$ cat src/rtl/conv_window_gen.sv
// 3x3 sliding-window generator: two line buffers plus a 3x3 shift register turn a
// raster pixel stream into one complete (unpadded) neighbourhood per output beat.
module conv_window_gen #(
    parameter int IMG_W = 256,
    parameter int IMG_H = 256,
    parameter int PIX_W = 8
) (
    input  logic               clk,
    input  logic               rst,
    input  logic               go,
    input  logic [PIX_W-1:0]   pix_in,
    input  logic               pix_valid,
    output logic               pix_ready,
    output logic [9*PIX_W-1:0] win_out,
    output logic               win_valid,
    input  logic               win_ready,
    output logic               busy,
    output logic               done
);

    localparam int CW = $clog2(IMG_W);
    localparam int RW = $clog2(IMG_H);

    typedef enum logic [1:0] {IDLE, RUN, DRAIN, DONE} state_t;

    state_t           state;
    logic [CW-1:0]    col;
    logic [RW-1:0]    row;

    // lb1 holds row y-2, lb0 holds row y-1, both indexed by column.
    logic [PIX_W-1:0] lb0 [IMG_W];
    logic [PIX_W-1:0] lb1 [IMG_W];

    logic             pix_acc;
    logic             last_col;
    logic             last_row;
    logic             win_hs;
    logic [9*PIX_W-1:0] win_shift;

    assign pix_ready = (state == RUN) && (!win_valid || win_ready);
    assign pix_acc   = pix_valid && pix_ready;
    assign win_hs    = win_valid && win_ready;
    assign last_col  = (col == CW'(IMG_W - 1));
    assign last_row  = (row == RW'(IMG_H - 1));

    // Window shifted left one column, new right column = {row y-2, row y-1, current}.
    always_comb begin
        // NOTE: every always_comb output gets a default first so no latch is inferred.
        win_shift = '0;
        for (int r = 0; r < 3; r++) begin
            for (int c = 0; c < 2; c++) begin
                win_shift[PIX_W*(3*r+c) +: PIX_W] = win_out[PIX_W*(3*r+c+1) +: PIX_W];
            end
        end
        win_shift[PIX_W*2 +: PIX_W] = lb1[col];
        win_shift[PIX_W*5 +: PIX_W] = lb0[col];
        win_shift[PIX_W*8 +: PIX_W] = pix_in;
    end

    // NOTE: line-buffer RAM has no reset; stale contents are never emitted because
    // windows are only flagged valid once two full rows have been written.
    always_ff @(posedge clk) begin
        if (pix_acc) begin
            lb1[col] <= lb0[col];
            lb0[col] <= pix_in;
        end
    end

    // NOTE: sequential state uses non-blocking assignments so every register sees
    // the pre-edge value of every other register.
    always_ff @(posedge clk or posedge rst) begin
        if (rst) begin
            state     <= IDLE;
            col       <= '0;
            row       <= '0;
            win_out   <= '0;
            win_valid <= 1'b0;
            busy      <= 1'b0;
            done      <= 1'b0;
        end else begin
            case (state)
                IDLE: begin
                    if (go) begin
                        state <= RUN;
                        col   <= '0;
                        row   <= '0;
                        busy  <= 1'b1;
                    end
                end
                RUN: begin
                    if (pix_acc) begin
                        win_out   <= win_shift;
                        // Any current window is being handed off here, so load or clear.
                        win_valid <= (row >= RW'(2)) && (col >= CW'(2));
                        if (last_col) begin
                            col <= '0;
                            if (last_row) begin
                                row   <= '0;
                                state <= DRAIN;
                            end else begin
                                row <= row + RW'(1);
                            end
                        end else begin
                            col <= col + CW'(1);
                        end
                    end else if (win_hs) begin
                        win_valid <= 1'b0;
                    end
                end
                DRAIN: begin
                    if (win_hs) begin
                        win_valid <= 1'b0;
                        busy      <= 1'b0;
                        done      <= 1'b1;
                        state     <= DONE;
                    end
                end
                DONE: begin
                    done  <= 1'b0;
                    state <= IDLE;
                end
                default: state <= IDLE;
            endcase
        end
    end

endmodule

$ cat config.mk
export PLATFORM = sky130hd
export DESIGN_NAME = conv_window_gen
export DESIGN_NICKNAME = d
export VERILOG_FILES = /design/src/rtl/conv_window_gen.sv
export SDC_FILE = /design/constraint.sdc
export NUM_CORES = 2
export LEC_CHECK = 0
export CAP_MARGIN = 15
export CORE_MARGIN = 5
export CORE_UTILIZATION = 50
export CTS_CLUSTER_DIAMETER = 80
export DETAILED_ROUTE_END_ITERATION = 7
export PLACE_DENSITY_LB_ADDON = 0.2
export SETUP_SLACK_MARGIN = 0.3
export SLEW_MARGIN = 25
export SYNTH_ARGS = -nofsm -noshare
export SYNTH_HDL_FRONTEND = slang
export SYNTH_SLANG_ARGS = --single-unit
$ cat constraint.sdc
create_clock -name clk -period 21.5 [get_ports clk]
set_clock_uncertainty 0.05 [all_clocks]
set_input_delay 4.3 -clock clk [delete_from_list [all_inputs] [get_ports clk]]
set_output_delay 4.3 -clock clk [all_outputs]
set_load 0.02 [all_outputs]
==> results list <==
- The die is 578 um tall.
- Relative to the synthesized area, the layout overhead comes to 13.3%.
- List of most frequent post-synthesis cells: 4096 x edfxtp_1, 887 x mux4_2, 385 x nand2_1
* Num Clock Sinks: 4189
- Once the clock tree was built, the resizer swapped 0 gates to a different size.
- Internal cell power: 15.9 mW
* Beginning of the critical path: win_ready
- The hold violation count in the final report is 0.
- The routed design could run at a clock period as short as 10.18 ns.
* Total number of H-tree levels: 5
* Worst VDD drop: 0.119 mV
- Top-Level Pins: 89
- DR vias: 81700
- Final weighted congestion in routability-driven placement: 0.859
- Synthesized netlist net count: 7700
- TritonCTS built the clock tree.
- The signal on the critical path passes through clkdlybuf4s50_1 > nand2b_1 > and2_1 > clkdlybuf4s50_1.
- Global routing consumed, over all layers together, 25.8% of the routing resources.
- After floorplanning, the core was sized to cover 321000 um2.
- Port buffer count: 88
- In this run, the combinational gates consume 21.5% of the power.
- In the routed design, unresolved DRC markers number 0.
- Of the synthesized area, sequential elements account for 77.7%.
- Post-route clock period utilization: 47.3%
- End of the critical path: pix_ready
* Required time worst endpoint: 17.15 ns
- In this run the static leakage power is 56.4 nW.
* Worst Setup Path Type: in2out
* Syn Area/Cell: 21.0 um2
- Post-detailed-route via-to-cell ratio: 6.40
* CTS max path bufs: 4
- Post-route non-filler standard cell count: 12800
- At the pin with the least slew margin, the transition time is 1.20 ns.
* Antenna violations before repair: 22
* RSZ-0062 raised after global routing: no
- Cells after DPL: 12000
- Number of buffers added to fix hold violations after cts: 0
* Source-to-sink clock delay at the later pin of the worst-skew pair: 0.97 ns
- For this run, asynchronously set or reset flops after synthesis account for 2.22%.
- The worst hold path belongs to the class reg2reg.
- Synthesis instantiated 75 different standard cells from the library.
* Part of the power in registers: 45.4%
- In the synthesized netlist the dominant register cell turns out to be edfxtp_1.
- Worst reg2reg path depth: 14
- Endpoint type of the worst setup path: primary output
- Reported net switching power: 6.35 mW
- Static timing analysis puts the maximum clock frequency at 98.2 MHz.
* EDFF count, synth: 4096
- The worst pin sits at a relative slew slack of 19.3%.
- Area fraction of the dominant cell type after synthesis: 76.2%
- Buffers inserted during post-CTS setup optimization: 0
- Number of max-slew violations in the final report: 0
- Accumulated negative setup slack: 0 ns
- The synthesized netlist occupies a cell area of 161000 um2.
- From left edge to right edge, the die measures 578 um.
- Switching share of power: 28.5%
- Setup violations remaining at the end of the flow were counted as 0.
- Yosys warns: 0
* Layout Cell Area excl Fill: 183000 um2
* Per-cell routed wire length: 34.0 um
- The number of global-route vias before repair came to 80500.
* Clock-pin slew of the registers on the worst-case setup and hold paths: 0.06 ns
* Site row count: 208
- In this run the worst path has a maximum fanout of 3.
* Beginning of the worst hold path: win_out[52]$_DFFE_PP0P_
- Global-route wire length before repair: 615000 um
- Top cells by area in the synthesized netlist: edfxtp_1 76%, mux4_2 12%, mux2i_1 1.9%, a22oi_1 1.5%, dfrtp_1 1.4%
- Slowest cell delay on critical path: 0.62 ns
- Post-DP HPWL: 260000 um
- The first detailed-routing pass took 6 iterations.
* Post-Route WL: 434000 um
- Clk Tree Root Cell: clkbuf_16
- Number of nets with antenna violations after routing: 0
* Fill cell instance count of the final layout: 23600
* Dpl cell area: 169000 um2
- Of the cells placed in the final design, the portion with a size suffix greater than 1 is 24.3%.
* Max-cap violation count: 0
* Final-stage net count: 8133
- Capture instance of the worst register-to-register path: win_out[41]$_DFFE_PP0P_
* Critical path's most frequent cell: clkdlybuf4s50_1
- By instance count, the leading cell after synthesis is edfxtp_1.
* Die footprint: 334000 um2
* Instance count of the mapped netlist: 7677
- Signal arrival time at the worst endpoint: 5.83 ns
* Starting DRT DRC Count: 11100
- Cell with the biggest individual delay on the critical path: clkdlybuf4s50_1
- The clock network accounts for 33.1% of the total power.
- Most area-hungry cell type in the Yosys netlist: edfxtp_1
- Sort of element at the start of the critical path: primary input
- The startpoint identified for the worst register-to-register timing path is col[0]$_DFFE_PP0P_.
- Power density over the cells: 122 nW/um2
- After layout, the design draws a total of 22.3 mW.
* Flop-to-flop setup slack: 13.85 ns
* Total grt overflow: 0
- Largest net degree at the start of global routing: 258
* Initial Utilization: 50.2%
- The flow ran to the end, and the final reports show no timing, DRC or antenna violations.
* Cts bufs inserted: 420
* Flip-flop and latch count after synthesis: 4189
sequential cells by signal (all words and copies together) (netlist names):
register,flops
busy,1
col,8
done,1
lb0,2048
lb1,2048
row,8
state,2
win_out,72
win_valid,1
routing by layer:
layer / GRT usage (%) / share of wire, % / routed length (um)
met2: 39.1 / 46 / 199000
met5: 0 / 0.0016 / 7
met3: 5.45 / 10 / 44900
met1: 38.0 / 40 / 173000
met4: 8.49 / 3.8 / 16600
power groups by stage:
| stage | sequential [mW] | combinational [mW] | clock (mW) |
|---|---|---|---|
| floorplan | 10.5 | 2.97 | 0 |
| global placement | 10.3 | 4.66 | 0 |
| detailed placement | 10.3 | 4.78 | 0 |
| CTS | 10.1 | 4.78 | 7.47 |
| global route | 10.1 | 5.04 | 7.82 |
| finish | 10.1 | 4.79 | 7.37 |
worst min-delay path by stage:
stage / to / slack, ns / cells after the start
CTS: win_out[48]$_DFFE_PP0P_ / 0.43 / 2
global route: win_out[52]$_DFFE_PP0P_ / 0.45 / 2
floorplan: win_out[32]$_DFFE_PP0P_ / 0.41 / 2
detailed placement: win_out[48]$_DFFE_PP0P_ / 0.41 / 2
global placement: win_out[30]$_DFFE_PP0P_ / 0.41 / 2
finish: win_out[52]$_DFFE_PP0P_ / 0.43 / 2
worst max-delay path: cells and delay by family:
family,cells,cell delay (ns)
buf+inv,2,1.16
simple gates,2,0.37
cells in the final DEF (no fill, tap or decap), drive strengths merged, types with 97 or more instances in the layout:
cell and count:
edfxtp 4096, nor2 315, mux4 887, a21oi 97, nand3 129, clkbuf 522
mux2i 306, nand2 385, a22oi 318, clkinv 188, buf 434
final cells by class:
class                           count  area (um2)  area share [%]
Antenna cell                        7        17.5         0.00958
Multi-Input combinational cell   2973       33600            18.4
Clock inverter                    255        2660            1.45
Inverter                           12        50.0          0.0274
Sequential cell                  4189      125000            68.6
Timing Repair Buffer              514        4400            2.41
Clock buffer                      522       11300            6.16
Tap cell                         4305        5390            2.95
kinds of logic after synthesis:
group	count (synthesis)	synth area share [%]
compound gates	735	3.28
simple gates	1004	2.75
fa+ha+maj	10	0.0775
flops	4189	77.7
buf+inv	515	1.73
xor+xnor	4	0.0217
mux	1220	14.5
through the flow:
stage	hold slack (ns)	setup WS, ns	util, %
after floorplan	0.408	10.31	-
final	0.428	11.32	56.9
after global routing	0.454	11.28	56.9
after CTS	0.430	11.32	56.9
after detailed placement	0.414	11.33	52.5
after global placement	0.407	11.29	52.5
Power figures use the tool's default switching activity.
